## config.mk

```make
export PLATFORM = sky130hd
export DESIGN_NAME = spi_slave
export DESIGN_NICKNAME = d
export VERILOG_FILES = /design/src/rtl/spi_pkg.sv /design/src/rtl/spi_sync_edge.sv /design/src/rtl/spi_slave.sv
export SDC_FILE = /design/constraint.sdc
export NUM_CORES = 1
export LEC_CHECK = 0
export ABC_AREA = 1
export ABC_CLOCK_PERIOD_IN_PS = 3150
export CAP_MARGIN = 10
export CORE_MARGIN = 3
export CORE_UTILIZATION = 50
export DETAILED_ROUTE_END_ITERATION = 8
export MAX_ROUTING_LAYER = met4
export PLACE_DENSITY = 0.87
export SLEW_MARGIN = 0
export SYNTH_ARGS = -nofsm -noshare
export SYNTH_HDL_FRONTEND = slang
export SYNTH_SLANG_ARGS = --single-unit
```

## constraint.sdc

```tcl
create_clock -name clk -period 3.15 [get_ports clk]
set_input_delay 0.63 -clock clk [delete_from_list [all_inputs] [get_ports clk]]
set_output_delay 0.63 -clock clk [all_outputs]
set_load 0.05 [all_outputs]
```

## src/rtl/spi_pkg.sv

```systemverilog
// spi_pkg: shared SPI control-register bit positions, frame width and slave states
package spi_pkg;
    localparam int SPCON_EN   = 0;
    localparam int SPCON_CPHA = 1;
    localparam int SPCON_CPOL = 2;
    localparam int SPI_BITS   = 8;
    typedef enum logic {IDLE, ACTIVE} state_e;
endpackage

```

## src/rtl/spi_sync_edge.sv

```systemverilog
// spi_sync_edge: NUM_SYNC-deep synchronizer with rise/fall detect against one delayed copy
module spi_sync_edge #(
    parameter int NUM_SYNC = 2
) (
    input  logic clk,
    input  logic rst_n,
    input  logic d_i,
    input  logic rst_val_i,
    output logic q_o,
    output logic rise_o,
    output logic fall_o
);
    logic [NUM_SYNC-1:0] sync_q;
    logic                dly_q;
    // Synchronizer chain plus one extra stage for edge comparison; reset preloads the idle level
    always_ff @(posedge clk) begin
        if (!rst_n) begin
            sync_q <= {NUM_SYNC{rst_val_i}};
            dly_q  <= rst_val_i;
        end else begin
            sync_q <= {sync_q[NUM_SYNC-2:0], d_i};
            dly_q  <= sync_q[NUM_SYNC-1];
        end
    end
    assign q_o    = sync_q[NUM_SYNC-1];
    assign rise_o = q_o & ~dly_q;
    assign fall_o = ~q_o & dly_q;
endmodule

```

## src/rtl/spi_slave.sv

```systemverilog
// spi_slave: oversampled SPI slave, MSB first, 8-bit frames; SPI_SLAVE_OVERRUN_EN adds rx_ack_s/overrun_s
module spi_slave
    import spi_pkg::*;
#(
    parameter int NUM_SYNC = 2
) (
    input  logic       clk,
    input  logic       rst_n,
    input  logic [7:0] spcon,
    input  logic [7:0] data_s,
    input  logic       sck,
    input  logic       ssn,
    input  logic       mosi,
`ifdef SPI_SLAVE_OVERRUN_EN
    input  logic       rx_ack_s,
    output logic       overrun_s,
`endif
    output logic       miso,
    output logic [7:0] data_r_s,
    output logic       data_finish_s,
    output logic       busy_s
);
    localparam int CW = $clog2(SPI_BITS);
    logic                cpol, cpha, en;
    logic                sck_unused, ssn_rise_unused, unused_spcon;
    logic                sck_rise, sck_fall, ssn_s, ssn_fall, mosi_s;
    logic                lead, trail, sample, tx_edge, tx_hold, last;
    logic [NUM_SYNC-1:0] mosi_q;
    state_e              state_q;
    logic [SPI_BITS-1:0] tx_q, rx_q, rx_next, data_r_q;
    logic [CW-1:0]       cnt_q;
    logic                miso_q, fin_q, busy_q;

    assign cpol         = spcon[SPCON_CPOL];
    assign cpha         = spcon[SPCON_CPHA];
    assign en           = spcon[SPCON_EN];
    assign unused_spcon = ^spcon[7:3];

    spi_sync_edge #(.NUM_SYNC(NUM_SYNC)) u_sck (
        .clk(clk), .rst_n(rst_n), .d_i(sck), .rst_val_i(cpol),
        .q_o(sck_unused), .rise_o(sck_rise), .fall_o(sck_fall)
    );

    spi_sync_edge #(.NUM_SYNC(NUM_SYNC)) u_ssn (
        .clk(clk), .rst_n(rst_n), .d_i(ssn), .rst_val_i(1'b1),
        .q_o(ssn_s), .rise_o(ssn_rise_unused), .fall_o(ssn_fall)
    );

    // mosi only needs the same delay as sck so data and clock stay aligned
    always_ff @(posedge clk) begin
        if (!rst_n) mosi_q <= '0;
        else        mosi_q <= {mosi_q[NUM_SYNC-2:0], mosi};
    end
    assign mosi_s = mosi_q[NUM_SYNC-1];

    assign lead    = cpol ? sck_fall : sck_rise;
    assign trail   = cpol ? sck_rise : sck_fall;
    assign sample  = cpha ? trail : lead;
    assign tx_edge = cpha ? lead : trail;
    assign tx_hold = !cpha && cnt_q == '0;
    assign last    = cnt_q == CW'(SPI_BITS - 1);
    assign rx_next = {rx_q[SPI_BITS-2:0], mosi_s};

    // Frame FSM: sample/shift on the CPHA-selected edges, complete on the 8th sample, drop out when deselected
    always_ff @(posedge clk) begin
        if (!rst_n) begin
            state_q  <= IDLE;
            tx_q     <= '0;
            rx_q     <= '0;
            cnt_q    <= '0;
            miso_q   <= 1'b0;
            data_r_q <= '0;
            fin_q    <= 1'b0;
            busy_q   <= 1'b0;
        end else begin
            fin_q <= 1'b0;
            if (state_q == IDLE) begin
                miso_q <= 1'b0;
                busy_q <= 1'b0;
                if (ssn_fall && en) begin
                    state_q <= ACTIVE;
                    busy_q  <= 1'b1;
                    tx_q    <= data_s;
                    cnt_q   <= '0;
                    miso_q  <= cpha ? 1'b0 : data_s[7];
                end
            end else begin
                if (sample) begin
                    rx_q  <= rx_next;
                    cnt_q <= cnt_q + 1'b1;
                    if (last) begin
                        data_r_q <= rx_next;
                        fin_q    <= 1'b1;
                        tx_q     <= data_s;
                    end
                end else if (tx_edge) begin
                    miso_q <= (tx_hold || cpha) ? tx_q[SPI_BITS-1] : tx_q[SPI_BITS-2];
                    tx_q   <= tx_hold ? tx_q : tx_q << 1;
                end
                if (ssn_s || !en) begin
                    state_q <= IDLE;
                    miso_q  <= 1'b0;
                    busy_q  <= 1'b0;
                    cnt_q   <= '0;
                end
            end
        end
    end

    assign miso          = miso_q;
    assign data_r_s      = data_r_q;
    assign data_finish_s = fin_q;
    assign busy_s        = busy_q;

`ifdef SPI_SLAVE_OVERRUN_EN
    logic pend_q, ovr_q;
    // Pending marks an unread byte; a completion on top of it raises a sticky overrun until acknowledged
    always_ff @(posedge clk) begin
        if (!rst_n) begin
            pend_q <= 1'b0;
            ovr_q  <= 1'b0;
        end else begin
            pend_q <= fin_q ? 1'b1 : (rx_ack_s ? 1'b0 : pend_q);
            ovr_q  <= fin_q ? (ovr_q | pend_q) : (rx_ack_s ? 1'b0 : ovr_q);
        end
    end
    assign overrun_s = ovr_q;
`endif
endmodule

```

==> results.sh, run 1 <==
export IMPL_synth_most_common_cell="nand2_1"
export IMPL_netlist_cell_type_count=24
export IMPL_synthFlopType="dfxtp_1"
export IMPL_yosysTopAreaCellShare_pct=46.3
export IMPL_period_minus_slack_ns=2.14
export IMPL_antenna_found_initial=0
export IMPL_power_leakage_nw=0.873
export IMPL_dpl_hpwl_um=2100
export IMPL_skew_ns=0.0147
export IMPL_cts_root_buf="clkbuf_4"
export IMPL_synth_async_sr_flop_share_pct=0
export IMPL_hold_viol=0
export IMPL_required_ns=2.52
export IMPL_p_switching_uw=215
export IMPL_start_util_pct=53.0
export IMPL_ys_seq_area_share_pct=46.3
export IMPL_synth_area_leader_cell="dfxtp_1"
export IMPL_syn_num_nets=247
export IMPL_area_delta_synth_final_pct=21.8
export IMPL_die_w_um=63.3
export IMPL_via_per_inst=4.79
export IMPL_ioPinCount=32
export IMPL_p_seq_share_pct=54.8
export IMPL_synth_edf_count=0
export IMPL_power_density_mw_per_mm2=454
export IMPL_insertion_delay_ns=0.35
export IMPL_wl_um=3020
export IMPL_comb_power_share_pct=8.7
export IMPL_grt_pass1_vias=1251
export IMPL_gp_congestion=0.766
export IMPL_max_freq_mhz=467
export IMPL_critical_path_max_stage_delay_ns=0.80
export IMPL_cts_hold_buf=0
export IMPL_die_height_um=63.3
export IMPL_min_period_over_period_pct=68.0
export IMPL_crit_buf_inv=1
export IMPL_wl_per_cell_um=10.2
export IMPL_clk_pin_slew_worst_paths_ns=0.13
export IMPL_ys_ff_latch=38
export IMPL_syn_inst=223
export IMPL_drtPass1Iterations=4
export IMPL_status="finished clean"
export IMPL_tightest_slew_ns=0.499
export IMPL_startpoint_type="flip-flop"
export IMPL_vdd_drop_max_mv=0.371
export IMPL_ant_nets=0
export IMPL_num_vias=1412
export IMPL_drive_gt1_share_pct=8.76
export IMPL_setup_viol=0
export IMPL_drtIter0Drc=87
export IMPL_synth_avg_cell_area_um2=7.37
export IMPL_grt_max_degree=24
export IMPL_synth_area_leaders="dfxtp_1 (46%), nand2_1 (14%), nand3_1 (5.5%)"
export IMPL_grtUsageTotal_pct=17.0
export IMPL_slowest_stage="clkdlybuf4s50_1"
export IMPL_path_class="flip-flop to primary output"
export IMPL_fin_nets=274
export IMPL_fp_row_count=20
export IMPL_io_buffer_count=26
export IMPL_tns_ns=0
export IMPL_antennaDiodeCount=0
export IMPL_netlist_top_cells_count="nand2_1 (61), dfxtp_1 (38), inv_1 (24)"
export IMPL_cpLargestDelayFamily="buffers and inverters"
export IMPL_gr_total_overflow=0
export IMPL_cp_end_kind="primary output"
export IMPL_coreArea_mm2=0.00310
export IMPL_relSlewSlack_pct=66.6
export IMPL_intPower_uw=694
export IMPL_drv_cap=0
export IMPL_drc_errors=0
export IMPL_cts_repair_resized=0
export IMPL_rsz0062_at_grt="no"
export IMPL_finalMaxSlewViolations=0
export IMPL_htreeDepth=2
export IMPL_hold_path_class="flip-flop to flip-flop"
export IMPL_ctsLongestPathBuffers=2
export IMPL_arrival_ns=1.51
export IMPL_p_clk_share_pct=36.5
export IMPL_cts_sinks=38
export IMPL_switching_share_pct=23.6
export IMPL_tritoncts="built"
export IMPL_holdWs_ns=0.429
export IMPL_grt_pass1_wl_um=5330
export IMPL_fp_dieArea_mm2=0.00401
export IMPL_cts_buffers=5
export IMPL_cp_cell_sequence="clkdlybuf4s50_1"
export IMPL_synth_warnings=0
export IMPL_synthesis_area_mm2=0.00164
export IMPL_cts_setup_buffers=0
export IMPL_cp_max_fo=2
## sequential cells by signal, indices dropped and copies added (netlist names)
register / flops
rx_q: 7
state_q: 1
mosi_q: 2
cnt_q: 3
u_ssn.dly_q: 1
data_finish_s: 1
tx_q: 8
u_sck.sync_q: 2
miso: 1
data_r_s: 8
busy_s: 1
u_ssn.sync_q: 2
u_sck.dly_q: 1
## metrics by stage
step	cell area, um^2	setup slack [ns]	util, %	power [mW]	std cells
3_5_place_dp	1920	0.813	61.9	0.588	287
4_1_cts	2000	0.994	64.5	0.919	295
3_3_place_gp	1920	0.828	61.9	0.586	287
6_report	2000	1.01	64.5	0.909	295
5_1_grt	2000	0.946	64.5	0.955	295
2_1_floorplan	1640	1.61	-	0.559	223
## cell usage in the layout, fill, tap and decap left out, types with 2 or more instances in the layout
cell / synthesis / layout
nor2_1: 21 / 21
ha_1: 3 / 3
nand2_4: 2 / 2
inv_2: 2 / 2
nand3_2: 2 / 2
nand2_1: 61 / 61
o21ai_0: 15 / 15
clkdlybuf4s50_1: 0 / 26
nand4_1: 3 / 3
clkinvlp_4: 0 / 2
nand3_1: 18 / 18
dfxtp_1: 38 / 38
inv_1: 24 / 24
or2_2: 2 / 2
clkbuf_4: 0 / 5
a21oi_1: 17 / 17
nand2_2: 2 / 2
## kinds of logic (layout without fill, tap and decap cells)
kind of cell | count (synthesis) | in the layout | synth area share [%]
buffers and inverters | 33 | 61 | 8.83
flip-flops | 38 | 38 | 46.3
AO/OA/AOI/OAI | 34 | 34 | 10.5
AND/OR/NAND/NOR | 115 | 115 | 32.1
adder cells (fa/ha/maj) | 3 | 3 | 2.28
## cell type report
| class | instances | area, um^2 |
|---|---|---|
| timing repair buffer | 27 | 268 |
| inverter | 26 | 97.6 |
| clock inverter | 3 | 45.0 |
| multi-input combinational | 152 | 738 |
| clock buffer | 5 | 37.5 |
| tap | 44 | 55.1 |
| fill | 292 | 1100 |
| sequential | 38 | 761 |
## power by group through the flow
stage / Sequential, mW / Clock (mW) / Combinational [mW]
after floorplan: 0.509 / 0 / 0.0498
after global placement: 0.509 / 0 / 0.0774
after detailed placement: 0.509 / 0 / 0.0787
after CTS: 0.498 / 0.341 / 0.0795
after global routing: 0.500 / 0.366 / 0.0893
final: 0.498 / 0.332 / 0.0789
## per-layer routing
| metal | up-vias | global-route usage, % | share of wire [%] |
|---|---|---|---|
| li1 | 767 | - | - |
| met1 | 622 | 20.9 | 49 |
| met2 | 18 | 25.7 | 47 |
| met3 | 5 | 5.53 | 2.9 |
| met4 | 0 | 7.01 | 1.8 |
| met5 | - | - | 0 |
## final timing paths
check	startpoint	end	slack (ns)	cells past startpoint
min	u_ssn.sync_q[0]	u_ssn.sync_q[1]	0.43	1
min reg2reg	u_ssn.sync_q[0]	u_ssn.sync_q[1]	0.43	1
max reg2reg	cnt_q[0]	tx_q[5]	1.48	10
max	data_r_s[7]	data_r_s[7]	1.01	1
(Power assumes the default switching activity.)
==> run 2: changes to the inputs <==
--- a/config.mk
+++ b/config.mk
@@ -6,7 +6,7 @@
 export NUM_CORES = 1
 export LEC_CHECK = 0
 export ABC_AREA = 1
-export ABC_CLOCK_PERIOD_IN_PS = 3150
+export ABC_CLOCK_PERIOD_IN_PS = 2200
 export CAP_MARGIN = 10
 export CORE_MARGIN = 3
 export CORE_UTILIZATION = 50
==> constraint.sdc (replaced) <==
create_clock -name clk -period 2.2 [get_ports clk]
set_input_delay 0.44 -clock clk [delete_from_list [all_inputs] [get_ports clk]]
set_output_delay 0.44 -clock clk [all_outputs]
set_load 0.05 [all_outputs]
==> results.sh, run 2 (synthesis results as in run 1) <==
export IMPL_path_class="flip-flop to primary output"
export IMPL_power_density_mw_per_mm2=702
export IMPL_drv_cap=0
export IMPL_drtPass1Iterations=4
export IMPL_vdd_drop_max_mv=0.508
export IMPL_start_util_pct=53.0
export IMPL_grt_pass1_vias=1381
export IMPL_hp_start="u_ssn.sync_q[0]"
export IMPL_regToRegEndpoint="tx_q[5]"
export IMPL_num_vias=1487
export IMPL_antennaDiodeCount=0
export IMPL_fp_row_count=20
export IMPL_gp_congestion=0.787
export IMPL_final_cell_mix="nand2_1 (61), dfxtp_1 (38), clkdlybuf4s50_1 (26)"
export IMPL_required_ns=1.76
export IMPL_wl_um=3240
export IMPL_cts_repair_resized=0
export IMPL_post_dp_cell_area_mm2=0.00193
export IMPL_clk_pin_slew_worst_paths_ns=0.11
export IMPL_setup_viol=0
export IMPL_cp_end_kind="primary output"
export IMPL_cts_buffers=5
export IMPL_status="finished clean"
export IMPL_tns_ns=0
export IMPL_dpl_hpwl_um=2320
export IMPL_r2r_slack_ns=0.50
export IMPL_slowest_stage="clkdlybuf4s50_1"
export IMPL_fin_nets=276
export IMPL_insertion_delay_ns=0.35
export IMPL_power_leakage_nw=0.905
export IMPL_r2r_start="cnt_q[0]"
export IMPL_drtIter0Drc=63
export IMPL_cpLargestDelayFamily="buffers and inverters"
export IMPL_wl_per_cell_um=10.9
export IMPL_finalInstanceArea_mm2=0.00205
export IMPL_coreArea_mm2=0.00310
export IMPL_antenna_found_initial=0
export IMPL_htreeDepth=2
export IMPL_grt_max_degree=17
export IMPL_max_freq_mhz=512
export IMPL_cts_root_buf="clkbuf_4"
export IMPL_ant_nets=0
export IMPL_arrival_ns=1.51
export IMPL_hold_depth=1
export IMPL_setup_slack_ns=0.248
export IMPL_gr_total_overflow=0
export IMPL_min_period_over_period_pct=88.7
export IMPL_finalMaxSlewViolations=0
export IMPL_rsz0062_at_grt="no"
export IMPL_via_per_inst=5.01
export IMPL_grt_pass1_wl_um=5850
export IMPL_grtUsageTotal_pct=18.9
export IMPL_period_minus_slack_ns=1.95
export IMPL_tritoncts="built"
export IMPL_tightest_slew_ns=0.497
export IMPL_layout_commonest_cell="nand2_1"
export IMPL_hold_viol=0
export IMPL_die_height_um=63.3
export IMPL_cts_hold_buf=0
export IMPL_io_buffer_count=26
export IMPL_startpoint_type="flip-flop"
export IMPL_die_w_um=63.3
export IMPL_drc_errors=0
export IMPL_holdPathEnd="u_ssn.sync_q[1]"
export IMPL_area_delta_synth_final_pct=24.4
export IMPL_relSlewSlack_pct=66.8
export IMPL_crit_buf_inv=1
export IMPL_cts_sinks=38
export IMPL_nFillCells=280
export IMPL_pre_cts_slack_ns=0.117
export IMPL_reg2reg_depth=9
export IMPL_critical_path_max_stage_delay_ns=0.81
export IMPL_ctsLongestPathBuffers=2
export IMPL_fp_dieArea_mm2=0.00401
export IMPL_cp_cell_sequence="clkdlybuf4s50_1"
export IMPL_drive_gt1_share_pct=9.49
export IMPL_cts_setup_buffers=0
export IMPL_hold_path_class="flip-flop to flip-flop"
export IMPL_ioPinCount=32
export IMPL_skew_ns=0.0119
export IMPL_cp_max_fo=2
==> run 2: changes by cell type in the layout (fill, tap and decap cells not counted) <==
| cell | change |
|---|---|
| buf_4 | +2 |
| clkinvlp_4 | -2 |
| bufinv_16 | +1 |
| clkbuf_8 | +1 |
==> run 2: worst max path at each step <==
stage	start	to	depth (start not counted)
after floorplan	cnt_q[0]	tx_q[2]	12
after global placement	spcon[2]	data_r_s[2]	8
after detailed placement	spcon[2]	data_r_s[2]	8
after CTS	data_r_s[1]	data_r_s[1]	1
after global routing	data_r_s[1]	data_r_s[1]	1
final	data_r_s[5]	data_r_s[5]	1
==> run 2: report_power, final <==
| part | leakage [nW] | internal, mW | switching (mW) |
|---|---|---|---|
| logic | 0.537 | 0.0511 | 0.0651 |
| clock network | 0.0585 | 0.385 | 0.222 |
| registers | 0.309 | 0.705 | 0.00797 |
==> run 2: final cells by class <==
class,instances,area [um^2],area share [%]
Sequential cell,38,761,37.2
Clock buffer,6,51.3,2.51
Tap cell,44,55.1,2.69
Inverter,26,97.6,4.77
Clock inverter,2,60.1,2.94
Multi-Input combinational cell,152,738,36.1
Timing Repair Buffer,29,283,13.8
==> run 2: per-stage QoR <==
step	hold WS, ns	total power [mW]	instances	utilization, %
after global routing	0.450	1.50	297	65.9
after floorplan	0.390	0.800	223	-
final	0.428	1.44	297	65.9
after detailed placement	0.405	0.845	289	62.3
after CTS	0.431	1.45	297	65.9
after global placement	0.397	0.840	289	62.3
==> run 2: metal layers <==
metal,GRT usage (%),wire [um],vias up
li1,-,-,767
met1,20.3,1410,688
met5,-,0,-
met4,8.63,63,0
met3,6.95,158,5
met2,31.0,1610,27
==> run 2: worst register-to-register path, cell delays in order, from the launching register on <==
cell	delay [ns]
dfxtp_1	0.38
ha_1	0.18
ha_1	0.34
inv_1	0.09
nand3_1	0.09
nand2_1	0.06
nand2_2	0.10
nand2_2	0.17
nor2_1	0.15
nor2_1	0.06
==> run 3: changes to the inputs <==
--- a/config.mk
+++ b/config.mk
@@ -7,11 +7,10 @@
 export LEC_CHECK = 0
 export ABC_AREA = 1
 export ABC_CLOCK_PERIOD_IN_PS = 2200
-export CAP_MARGIN = 10
+export CAP_MARGIN = 20
 export CORE_MARGIN = 3
 export CORE_UTILIZATION = 50
 export DETAILED_ROUTE_END_ITERATION = 8
-export MAX_ROUTING_LAYER = met4
 export PLACE_DENSITY = 0.87
 export SLEW_MARGIN = 0
 export SYNTH_ARGS = -nofsm -noshare
==> results.sh, run 3 (synthesis results as in run 1) <==
export IMPL_status="finished clean"
export IMPL_coreArea_mm2=0.00310
export IMPL_cp_cell_sequence="clkdlybuf4s50_1"
export IMPL_grt_pass1_wl_um=5850
export IMPL_htreeDepth=2
export IMPL_finalMaxSlewViolations=0
export IMPL_crit_path_end="data_r_s[5]"
export IMPL_clk_pin_slew_worst_paths_ns=0.11
export IMPL_path_class="flip-flop to primary output"
export IMPL_io_buffer_count=26
export IMPL_regToRegEndpoint="tx_q[5]"
export IMPL_grtUsageTotal_pct=18.3
export IMPL_reg2reg_depth=9
export IMPL_via_per_inst=5.03
export IMPL_p_total_mw=1.44
export IMPL_drc_errors=0
export IMPL_r2r_slack_ns=0.50
export IMPL_cp_max_fo=2
export IMPL_skew_ns=0.0118
export IMPL_start_util_pct=53.0
export IMPL_path_depth=1
export IMPL_rsz0062_at_grt="no"
export IMPL_cts_root_buf="clkbuf_4"
export IMPL_startpoint_type="flip-flop"
export IMPL_power_leakage_nw=0.905
export IMPL_gr_total_overflow=0
export IMPL_dpl_hpwl_um=2320
export IMPL_ctsLongestPathBuffers=2
export IMPL_drtPass1Iterations=4
export IMPL_min_period_over_period_pct=88.8
export IMPL_dp_cells=289
export IMPL_final_cell_count_no_fill=297
export IMPL_cts_setup_buffers=0
export IMPL_cpLargestDelayFamily="buffers and inverters"
export IMPL_slowest_stage="clkdlybuf4s50_1"
export IMPL_crit_buf_inv=1
export IMPL_cp_end_kind="primary output"
export IMPL_critical_path_max_stage_delay_ns=0.81
export IMPL_die_height_um=63.3
export IMPL_pre_cts_slack_ns=0.117
export IMPL_finalInstanceArea_mm2=0.00205
export IMPL_antenna_found_initial=0
export IMPL_drv_cap=0
export IMPL_setup_viol=0
export IMPL_tns_ns=0
export IMPL_max_freq_mhz=512
export IMPL_grt_pass1_vias=1380
export IMPL_vdd_drop_max_mv=0.508
export IMPL_tritoncts="built"
export IMPL_wl_per_cell_um=10.9
export IMPL_drive_gt1_share_pct=9.49
export IMPL_period_minus_slack_ns=1.95
export IMPL_post_dp_cell_area_mm2=0.00193
export IMPL_setup_slack_ns=0.246
export IMPL_relSlewSlack_pct=66.8
export IMPL_fin_nets=276
export IMPL_fp_row_count=20
export IMPL_fp_dieArea_mm2=0.00401
export IMPL_holdWs_ns=0.426
export IMPL_required_ns=1.76
export IMPL_cts_hold_buf=0
export IMPL_cts_repair_resized=0
export IMPL_r2r_start="cnt_q[0]"
export IMPL_layout_commonest_cell="nand2_1"
export IMPL_hold_path_class="flip-flop to flip-flop"
export IMPL_final_cell_mix="nand2_1 (61), dfxtp_1 (38), clkdlybuf4s50_1 (26)"
export IMPL_wl_um=3240
export IMPL_area_delta_synth_final_pct=24.4
export IMPL_final_util_pct=65.9
export IMPL_tightest_slew_ns=0.497
export IMPL_nFillCells=280
export IMPL_power_density_mw_per_mm2=702
export IMPL_num_vias=1493
export IMPL_cts_buffers=5
export IMPL_gp_congestion=0.777
export IMPL_antennaDiodeCount=0
export IMPL_cts_sinks=38
export IMPL_arrival_ns=1.51
export IMPL_ant_nets=0
export IMPL_startpoint="data_r_s[5]"
export IMPL_grt_max_degree=17
export IMPL_ioPinCount=32
export IMPL_die_w_um=63.3
export IMPL_insertion_delay_ns=0.34
export IMPL_drtIter0Drc=62
export IMPL_hold_viol=0
[run 3: cell counts in the layout (fill, tap and decap cells not counted)]
No cell type changed its count.
[run 3: final cells by class]
class,instances,area (um^2),area share (%)
clock inverter,2,60.1,2.94
inverter,26,97.6,4.77
clock buffer,6,51.3,2.51
sequential,38,761,37.2
multi-input combinational,152,738,36.1
tap,44,55.1,2.69
timing repair buffer,29,283,13.8
[run 3: worst min path at each step]
stage,startpoint,to,depth (start not counted)
6_report,u_ssn.sync_q[1],u_ssn.dly_q,2
2_1_floorplan,mosi_q[0],mosi_q[1],2
4_1_cts,u_ssn.sync_q[1],u_ssn.dly_q,2
3_3_place_gp,u_ssn.sync_q[0],u_ssn.sync_q[1],1
5_1_grt,u_ssn.sync_q[0],u_ssn.sync_q[1],1
3_5_place_dp,u_ssn.sync_q[1],u_ssn.dly_q,2
[run 3: routing by layer]
layer / wire length (um) / track usage, % / up-vias
li1: - / - / 769
met1: 1430 / 20.3 / 695
met2: 1620 / 31.0 / 23
met3: 134 / 6.42 / 6
met4: 59 / 8.63 / 0
met5: 0 / 0 / -
[run 3: power by group]
group	leakage, nW	internal [mW]	switching [mW]	total (mW)
Combinational	0.537	0.0511	0.0651	0.116
Clock	0.0585	0.385	0.221	0.606
Sequential	0.309	0.705	0.00800	0.713
Total	0.905	1.14	0.294	1.44
